===== src/rtl/carset_cmd_arbiter.sv =====
// carset_cmd_arbiter: single update point for car-set settings shared by bluetooth and panel sources.
// Each source's code must be held HOLD samples before it requests. One winner is applied per
// APPLY cycle, followed by COOLDOWN cycles during which no command is taken.
// Ports: clk_i clock; rst_ni sync active-low reset; bt_cmd_i / pnl_cmd_i command codes;
//   vol_dis_i / mp3mode_dis_i mark up/down resp. mp3 codes invalid; volum_o, mp3_mode_o, sun_mode_o,
//   focus_o settings; cmd_ack_o one-cycle APPLY pulse; grant_src_o owner of last command ([0]=bt, [1]=panel).
// Option: define CARSET_RR_ARB_EN for round-robin tie-breaking (default fixed priority bt > panel).
module carset_cmd_arbiter #(
    parameter int HOLD     = 10,
    parameter int COOLDOWN = 300000
) (
    input  logic       clk_i,
    input  logic       rst_ni,
    input  logic [7:0] bt_cmd_i,
    input  logic [7:0] pnl_cmd_i,
    input  logic       vol_dis_i,
    input  logic       mp3mode_dis_i,
    output logic [1:0] volum_o,
    output logic       mp3_mode_o,
    output logic [1:0] sun_mode_o,
    output logic       focus_o,
    output logic       cmd_ack_o,
    output logic [1:0] grant_src_o
);
    localparam int HW = $clog2(HOLD + 1);
    localparam int CW = $clog2(COOLDOWN + 1);

    typedef enum logic [1:0] {IDLE, APPLY, COOL} state_e;

    state_e        state_q;
    logic [7:0]    bt_prev_q, pnl_prev_q, code_q;
    logic [HW-1:0] bt_cnt_q, bt_cnt_d, pnl_cnt_q, pnl_cnt_d;
    logic [CW-1:0] cd_q;
    logic [1:0]    volum_q, sun_q, grant_q;
    logic          mp3_q, focus_q, ack_q;
    logic          bt_req, pnl_req, pick_pnl;

    function automatic logic code_ok(input logic [7:0] c, input logic vd, input logic md);
        return (c == 8'h01 || c == 8'h02) ? !vd :
               (c == 8'h08)               ? !md :
               (c == 8'h04 || c == 8'h40);
    endfunction

    always_comb begin
        bt_req    = bt_cnt_q == HW'(HOLD);
        pnl_req   = pnl_cnt_q == HW'(HOLD);
        bt_cnt_d  = !code_ok(bt_cmd_i, vol_dis_i, mp3mode_dis_i) ? '0 :
                    (bt_cmd_i != bt_prev_q) ? HW'(1) :
                    bt_req ? bt_cnt_q : bt_cnt_q + HW'(1);
        pnl_cnt_d = !code_ok(pnl_cmd_i, vol_dis_i, mp3mode_dis_i) ? '0 :
                    (pnl_cmd_i != pnl_prev_q) ? HW'(1) :
                    pnl_req ? pnl_cnt_q : pnl_cnt_q + HW'(1);
`ifdef CARSET_RR_ARB_EN
        // on a tie the source that did not own the last command wins; 00 after reset favours bt
        pick_pnl  = pnl_req && (!bt_req || grant_q == 2'b01);
`else
        pick_pnl  = pnl_req && !bt_req;
`endif
    end

    always_ff @(posedge clk_i) begin
        if (!rst_ni) begin
            state_q    <= IDLE;
            bt_prev_q  <= '0;
            pnl_prev_q <= '0;
            bt_cnt_q   <= '0;
            pnl_cnt_q  <= '0;
            code_q     <= '0;
            cd_q       <= '0;
            volum_q    <= 2'd0;
            mp3_q      <= 1'b1;
            sun_q      <= 2'd0;
            focus_q    <= 1'b0;
            ack_q      <= 1'b0;
            grant_q    <= 2'b00;
        end else begin
            bt_prev_q  <= bt_cmd_i;
            pnl_prev_q <= pnl_cmd_i;
            bt_cnt_q   <= bt_cnt_d;
            pnl_cnt_q  <= pnl_cnt_d;
            ack_q      <= 1'b0;
            case (state_q)
                IDLE: if (bt_req || pnl_req) begin
                    // the qualified code is the previous sample; the live input may already have moved on
                    code_q  <= pick_pnl ? pnl_prev_q : bt_prev_q;
                    grant_q <= pick_pnl ? 2'b10 : 2'b01;
                    ack_q   <= 1'b1;
                    state_q <= APPLY;
                end
                APPLY: begin
                    volum_q <= code_q == 8'h01 ? (volum_q == 2'd3 ? volum_q : volum_q + 2'd1) :
                               code_q == 8'h02 ? (volum_q == 2'd0 ? volum_q : volum_q - 2'd1) : volum_q;
                    sun_q   <= code_q == 8'h04 ? (sun_q == 2'd2 ? 2'd0 : sun_q + 2'd1) : sun_q;
                    mp3_q   <= mp3_q ^ (code_q == 8'h08);
                    focus_q <= focus_q ^ (code_q == 8'h40);
                    cd_q    <= CW'(COOLDOWN);
                    state_q <= COOL;
                end
                COOL: begin
                    cd_q <= cd_q - CW'(1);
                    if (cd_q == CW'(1)) state_q <= IDLE;
                end
                default: state_q <= IDLE;
            endcase
        end
    end

    assign volum_o     = volum_q;
    assign mp3_mode_o  = mp3_q;
    assign sun_mode_o  = sun_q;
    assign focus_o     = focus_q;
    assign cmd_ack_o   = ack_q;
    assign grant_src_o = grant_q;
endmodule

===== config.mk =====
export PLATFORM = sky130hd
export DESIGN_NAME = carset_cmd_arbiter
export DESIGN_NICKNAME = d
export VERILOG_FILES = /design/src/rtl/carset_cmd_arbiter.sv
export SDC_FILE = /design/constraint.sdc
export NUM_CORES = 1
export LEC_CHECK = 0
export BUFFER_PORTS_ARGS = -buffer_cell sky130_fd_sc_hd__buf_2
export CORE_UTILIZATION = 25
export DETAILED_ROUTE_END_ITERATION = 10
export GPL_TIMING_DRIVEN = 1
export HOLD_SLACK_MARGIN = 0.02
export PLACE_DENSITY = 0.47
export SETUP_SLACK_MARGIN = 0.05
export SYNTH_ARGS = -nofsm -noshare
export SYNTH_HDL_FRONTEND = slang
export SYNTH_SLANG_ARGS = --single-unit
export TNS_END_PERCENT = 5

===== constraint.sdc =====
create_clock -name clk_i -period 2.4 [get_ports clk_i]
set_clock_uncertainty 0.05 [all_clocks]
set_input_delay 0.24 -clock clk_i [delete_from_list [all_inputs] [get_ports clk_i]]
set_output_delay 0.24 -clock clk_i [all_outputs]
set_load 0.01 [all_outputs]

==> impl_metrics.json, run 1 <==
{
  "status": "finished, final reports clean",
  "clk_pin_slew_ns": 0.05,
  "fmax_ghz": 0.481,
  "slowest_delay_ns": 0.54,
  "synthArstFlopShare_pct": 0,
  "p_sw_share_pct": 20.6,
  "grt_pass1_vias": 2213,
  "syn_inst": 313,
  "startpoint": "state_q[0]",
  "numCtsBuffers": 9,
  "drc": 0,
  "clock_latency_ns": 0.32,
  "p_leak_nw": 1.36,
  "pin_count": 29,
  "cts_tree": "done",
  "hpwl_mm": 4.63,
  "num_rows": 38,
  "pwr-share-seq_pct": 43.3,
  "tightest_slew_ns": 0.615,
  "port_buffers": 28,
  "clk_path_buf_depth": 2,
  "worstHoldStart": "bt_cmd_i[7]",
  "highest_layer": "met4",
  "root_buffer": "clkbuf_16",
  "cp.arrival_ns": 2.28,
  "met3_length_um": 243,
  "min_path_type": "in2reg",
  "peakVddDrop_mv": 0.453,
  "finalHoldViolCount": 0,
  "maxCapViolCount": 0,
  "grt_usage_pct": 12.0,
  "die_w_um": 110,
  "yosysWarnings": 0,
  "internal_power_mw": 1.94,
  "ant_nets": 0,
  "tns_ns": 0,
  "wl_met1_mm": 3.17,
  "cts_max_level": 3,
  "area_delta_synth_final_pct": 21.5,
  "antenna_cells": 0,
  "postSynthNetCount": 342,
  "grt_overflow": 0,
  "drv_slew": 0,
  "die_h_um": 110,
  "p_clk_share_pct": 53.0,
  "cts_resized": 0,
  "fin_util_pct": 31.7,
  "grt_first_pass_wirelength_mm": 10.9,
  "crit_chain": "inv_1 -> ha_1 -> nor3b_4 -> nand4_2 -> or4b_1 -> a21oi_1",
  "layout-drive-gt1-share_pct": 16.7,
  "crit_slowest_cell": "or4b_1",
  "route.vias.total": 2299,
  "ys_seq_elements": 62,
  "num-nets-final": 377,
  "syn_area_um2": 2890,
  "fill_cells": 1167,
  "dr.pass1.iters": 4,
  "combPwrFrac_pct": 3.7,
  "slew_headroom_pct": 58.4,
  "drtIter0Drc": 99,
  "switching_power_mw": 0.502,
  "required_ns": 2.60,
  "routed_via_density": 4.66,
  "whs_ns": 0.114,
  "dieArea_um2": 12000,
  "synth-edff-count": 0,
  "power_density_nw_per_um2": 694,
  "avgSynthCellArea_um2": 9.25,
  "worstSetupPathType": "reg2reg",
  "path_max_fanout": 7,
  "grt_max_degree": 25,
  "finalCritPeriodShare_pct": 86.7,
  "totalWireLength_mm": 6.41,
  "routabilityCongestion": 0.746,
  "start_kind": "flip-flop",
  "setup_viol": 0,
  "initial_utilization_pct": 26.1,
  "period_minus_slack_ns": 2.08,
  "drt-wirelength-per-cell_um": 13.0,
  "grt_antenna_before_repair": 0,
  "yosys.cell_types.count": 50,
  "fin_ws_ns": 0.320,
  "end_kind": "flip-flop",
  "ys.flop_type": "dfxtp_1",
  "pre_cts_ws_ns": 0.254,
  "rsz0062_at_grt": "no",
  "cts_sinks": 62,
  "r2r_start": "state_q[0]",
  "wl_met2_mm": 2.90,
  "synth-seq-area-share_pct": 42.9,
  "coreArea_um2": 11100
}
-- power groups by stage --
stage	clock [mW]	combinational (mW)	sequential (mW)
after floorplan	0	0.0487	1.07
after global placement	0	0.0898	1.08
after detailed placement	0	0.0911	1.08
after CTS	1.33	0.0913	1.06
after global routing	1.38	0.101	1.06
final	1.29	0.0893	1.06
-- final cells by class --
cell class	instances	area (µm²)	share of cell area (%)
clock buffer	12	256	7.29
clock inverter	4	45.0	1.28
inverter	8	30.0	0.854
multi-input combinational	233	1580	45.0
sequential	62	1240	35.3
tap	140	175	4.98
timing repair buffer	34	185	5.27
-- timing repair --
item	4_1_cts	5_1_grt
setup buffers	0	1
setup endpoints to repair	0	1
hold buffers	0	0
-- synth_stat cells (2+ instances only) --
master | number | area, µm²
a21oi_1 | 22 | 110
nor4_4 | 2 | 42.5
o41ai_1 | 2 | 17.5
nand4_1 | 7 | 43.8
nand2b_1 | 2 | 12.5
mux2i_1 | 2 | 20.0
nand3_1 | 8 | 40.0
and2_1 | 17 | 106
nor3_1 | 6 | 30.0
nor4_1 | 5 | 31.3
o22ai_1 | 10 | 62.6
nand3b_1 | 3 | 22.5
or3_1 | 4 | 25.0
xor2_1 | 33 | 289
clkbuf_1 | 9 | 33.8
o21ai_0 | 17 | 85.1
a31oi_1 | 5 | 31.3
or4b_1 | 2 | 20.0
nor4b_1 | 3 | 26.3
xnor2_1 | 7 | 61.3
dfxtp_1 | 62 | 1240
inv_1 | 8 | 30.0
nor2b_1 | 2 | 12.5
nand2_1 | 17 | 63.8
nor2_1 | 24 | 90.1
a211oi_1 | 2 | 15.0
ha_1 | 9 | 113
-- worst paths after layout --
path         slack, ns        endpoint  cells past startpoint
min               0.11    bt_prev_q[7]                      2
max               0.32        cd_q[17]                      6
min reg2reg       0.43  grant_src_o[0]                      2
max reg2reg       0.32        cd_q[17]                      6
-- critical path, delay by kind of cell (launching register included) --
| family | cells | cell delay, ns |
|---|---|---|
| compound gates | 1 | 0.14 |
| fa+ha+maj | 1 | 0.41 |
| buf+inv | 1 | 0.07 |
| flops | 1 | 0.34 |
| simple gates | 3 | 0.99 |
-- layout by cell type, fill, tap and decap left out, types with 4 or more instances in the layout --
cell,instances
dfxtp_1,62
xor2_1,33
buf_2,28
nor2_1,24
a21oi_1,22
nand2_1,17
and2_1,17
o21ai_0,17
o22ai_1,10
ha_1,9
clkbuf_16,9
inv_1,8
nand3_1,8
xnor2_1,7
nand4_1,7
nor3_1,6
buf_4,6
a31oi_1,5
nor4_1,5
or3_1,4
-- flip-flops by register name, indices dropped and copies added (netlist names) --
signal / count
state_q: 2
grant_src_o: 2
bt_prev_q: 8
volum_o: 2
bt_cnt_q: 4
sun_mode_o: 2
pnl_prev_q: 8
mp3_mode_o: 1
code_q: 8
cd_q: 19
pnl_cnt_q: 4
focus_o: 1
cmd_ack_o: 1
-- per-stage QoR --
step	total power, mW	instances	instance area [µm²]
floorplan	1.12	313	2890
global placement	1.17	476	3210
detailed placement	1.17	476	3210
CTS	2.48	492	3510
global route	2.54	493	3520
finish	2.44	493	3520
-- cell families (layout without fill, tap and decap cells) --
logic type	after synthesis	in the layout	synth area share, %
muxes	2	2	0.692
AOI/OAI and AO/OA	66	66	13.5
DFF	62	62	42.9
adders and majority gates	9	9	3.89
and+or+nand+nor	116	116	24.6
buffers and inverters	18	58	2.38
xor gates and xnor gates	40	40	12.1
-- metal layers --
layer | GRT usage (%) | vias up
met5 | 0 | -
met4 | 4.29 | 0
met3 | 3.85 | 11
met2 | 19.0 | 39
met1 | 15.1 | 1058
li1 | - | 1191
Note: power is estimated with default switching activity, not from simulation.
==> run 2, diff against run 1 <==
==> constraint.sdc (replaced) <==
create_clock -name clk_i -period 2 [get_ports clk_i]
set_clock_uncertainty 0.05 [all_clocks]
set_input_delay 0.2 -clock clk_i [delete_from_list [all_inputs] [get_ports clk_i]]
set_output_delay 0.2 -clock clk_i [all_outputs]
set_load 0.01 [all_outputs]
==> run 2 against run 1 <==
Combinational power rose by 25%; power rose by 27%; critical path type unchanged; via count rose by 2.4%; clock power rose by 33%; sequential share of layout area fell by 1.7 points; sequential power rose by 20%; first-iteration DRC count rose by 3.0%; largest cell class unchanged.
==> impl_metrics.json, run 2 (synthesis results as in run 1) <==
{
  "die_w_um": 110,
  "clk_path_buf_depth": 2,
  "fill_cells": 1151,
  "pin_count": 29,
  "cts_tree": "done",
  "num_rows": 38,
  "grt_first_pass_wirelength_mm": 10.9,
  "peakVddDrop_mv": 0.380,
  "maxCapViolCount": 0,
  "min_path_type": "in2reg",
  "cts_max_level": 3,
  "setup_viol": 0,
  "path_max_fanout": 5,
  "layout-drive-gt1-share_pct": 20.5,
  "drc": 0,
  "initial_utilization_pct": 26.1,
  "cp_top_family": "simple AND/OR/NAND/NOR gates",
  "drv_slew": 0,
  "power_density_nw_per_um2": 838,
  "cts_sinks": 62,
  "coreArea_um2": 11100,
  "hpwl_mm": 4.86,
  "drt-wirelength-per-cell_um": 13.0,
  "crit_chain": "inv_1 -> ha_4 -> nor3b_4 -> nand4_4 -> or4b_1 -> a21oi_1",
  "period_minus_slack_ns": 1.94,
  "area_delta_synth_final_pct": 27.6,
  "regMostFlops": "cd_q",
  "antenna_cells": 0,
  "grt_overflow": 0,
  "tightest_slew_ns": 0.550,
  "grt_pass1_vias": 2262,
  "slew_headroom_pct": 62.8,
  "busiest_layer": "met2",
  "numCtsBuffers": 9,
  "port_buffers": 28,
  "num-nets-final": 390,
  "required_ns": 2.21,
  "final_cell_mix": "62 x dfxtp_1, 33 x xor2_1, 28 x buf_2",
  "clk_pin_slew_ns": 0.05,
  "use_met3_pct": 3.44,
  "crit_slowest_cell": "or4b_1",
  "root_buffer": "clkbuf_16",
  "fin_ws_ns": 0.0553,
  "pre_cts_ws_ns": 0.0447,
  "p_total_mw": 3.09,
  "stdcell_area_um2": 3690,
  "end_kind": "flip-flop",
  "clock_latency_ns": 0.33,
  "ant_nets": 0,
  "dr.pass1.iters": 6,
  "worst-path-buf-inv": 1,
  "grt_antenna_before_repair": 0,
  "cp.arrival_ns": 2.15,
  "final_common_cell": "dfxtp_1",
  "grt_usage_pct": 12.0,
  "drtIter0Drc": 102,
  "start_kind": "flip-flop",
  "largest_reg_flops": 19,
  "grt_util_met1_pct": 13.9,
  "fmax_ghz": 0.514,
  "route.vias.total": 2355,
  "finalCritPeriodShare_pct": 97.2,
  "finalHoldViolCount": 0,
  "use_met2_pct": 20.5,
  "p_leak_nw": 1.43,
  "routed_via_density": 4.65,
  "tns_ns": 0,
  "slowest_delay_ns": 0.52,
  "routabilityCongestion": 0.710,
  "status": "finished, final reports clean",
  "worstSetupPathType": "reg2reg",
  "place_area_um2": 3300,
  "grt_max_degree": 21,
  "fin_util_pct": 33.3,
  "totalWireLength_mm": 6.60,
  "die_h_um": 110,
  "rsz0062_at_grt": "yes",
  "dieArea_um2": 12000
}
run 2: cell count changes in the layout (fill, tap and decap cells not counted), sizes merged:
cell / delta
clkinv: -1
bufinv: +1
clkbuf: -1
clkinvlp: +1
buf: +13
run 2: final timing paths:
check	start	endpoint	slack, ns	cells past startpoint
min	bt_cmd_i[7]	bt_prev_q[7]	0.07	2
max	state_q[1]	cd_q[17]	0.06	6
max reg2reg	state_q[1]	cd_q[17]	0.06	6
min reg2reg	sun_mode_o[1]	sun_mode_o[1]	0.43	2
run 2: per-stage QoR:
stage               hold WS (ns)  std cells
finish                    0.0672        506
global route              0.0662        506
CTS                       0.0599        503
detailed placement         0.402        487
global placement           0.404        487
floorplan                  0.272        313
run 2: final cells by class:
class | count | area (µm²) | area share, %
Clock buffer | 11 | 253 | 6.85
Tap cell | 140 | 175 | 4.74
Timing Repair Buffer | 47 | 283 | 7.66
Inverter | 8 | 30.0 | 0.813
Clock inverter | 5 | 81.3 | 2.20
Multi-Input combinational cell | 233 | 1630 | 44.1
Sequential cell | 62 | 1240 | 33.6
run 2: layer usage:
layer / share of wire, % / wire (µm)
met4: 1.7 / 110
met1: 47 / 3120
met5: 0 / 0
met2: 48 / 3140
met3: 3.5 / 232
run 2: report_power, final:
part	total (mW)	switching [mW]	leakage [nW]	internal, mW
Clock	1.71	0.556	0.162	1.16
Combinational	0.112	0.0609	0.765	0.0509
Sequential	1.27	0.0140	0.504	1.25
Total	3.09	0.631	1.43	2.46
run 2: repair_timing:
item,CTS,global route
resized for setup,0,4
hold buffers,0,0
pin swaps,1,3
setup endpoints to repair,1,5
setup buffers,0,3
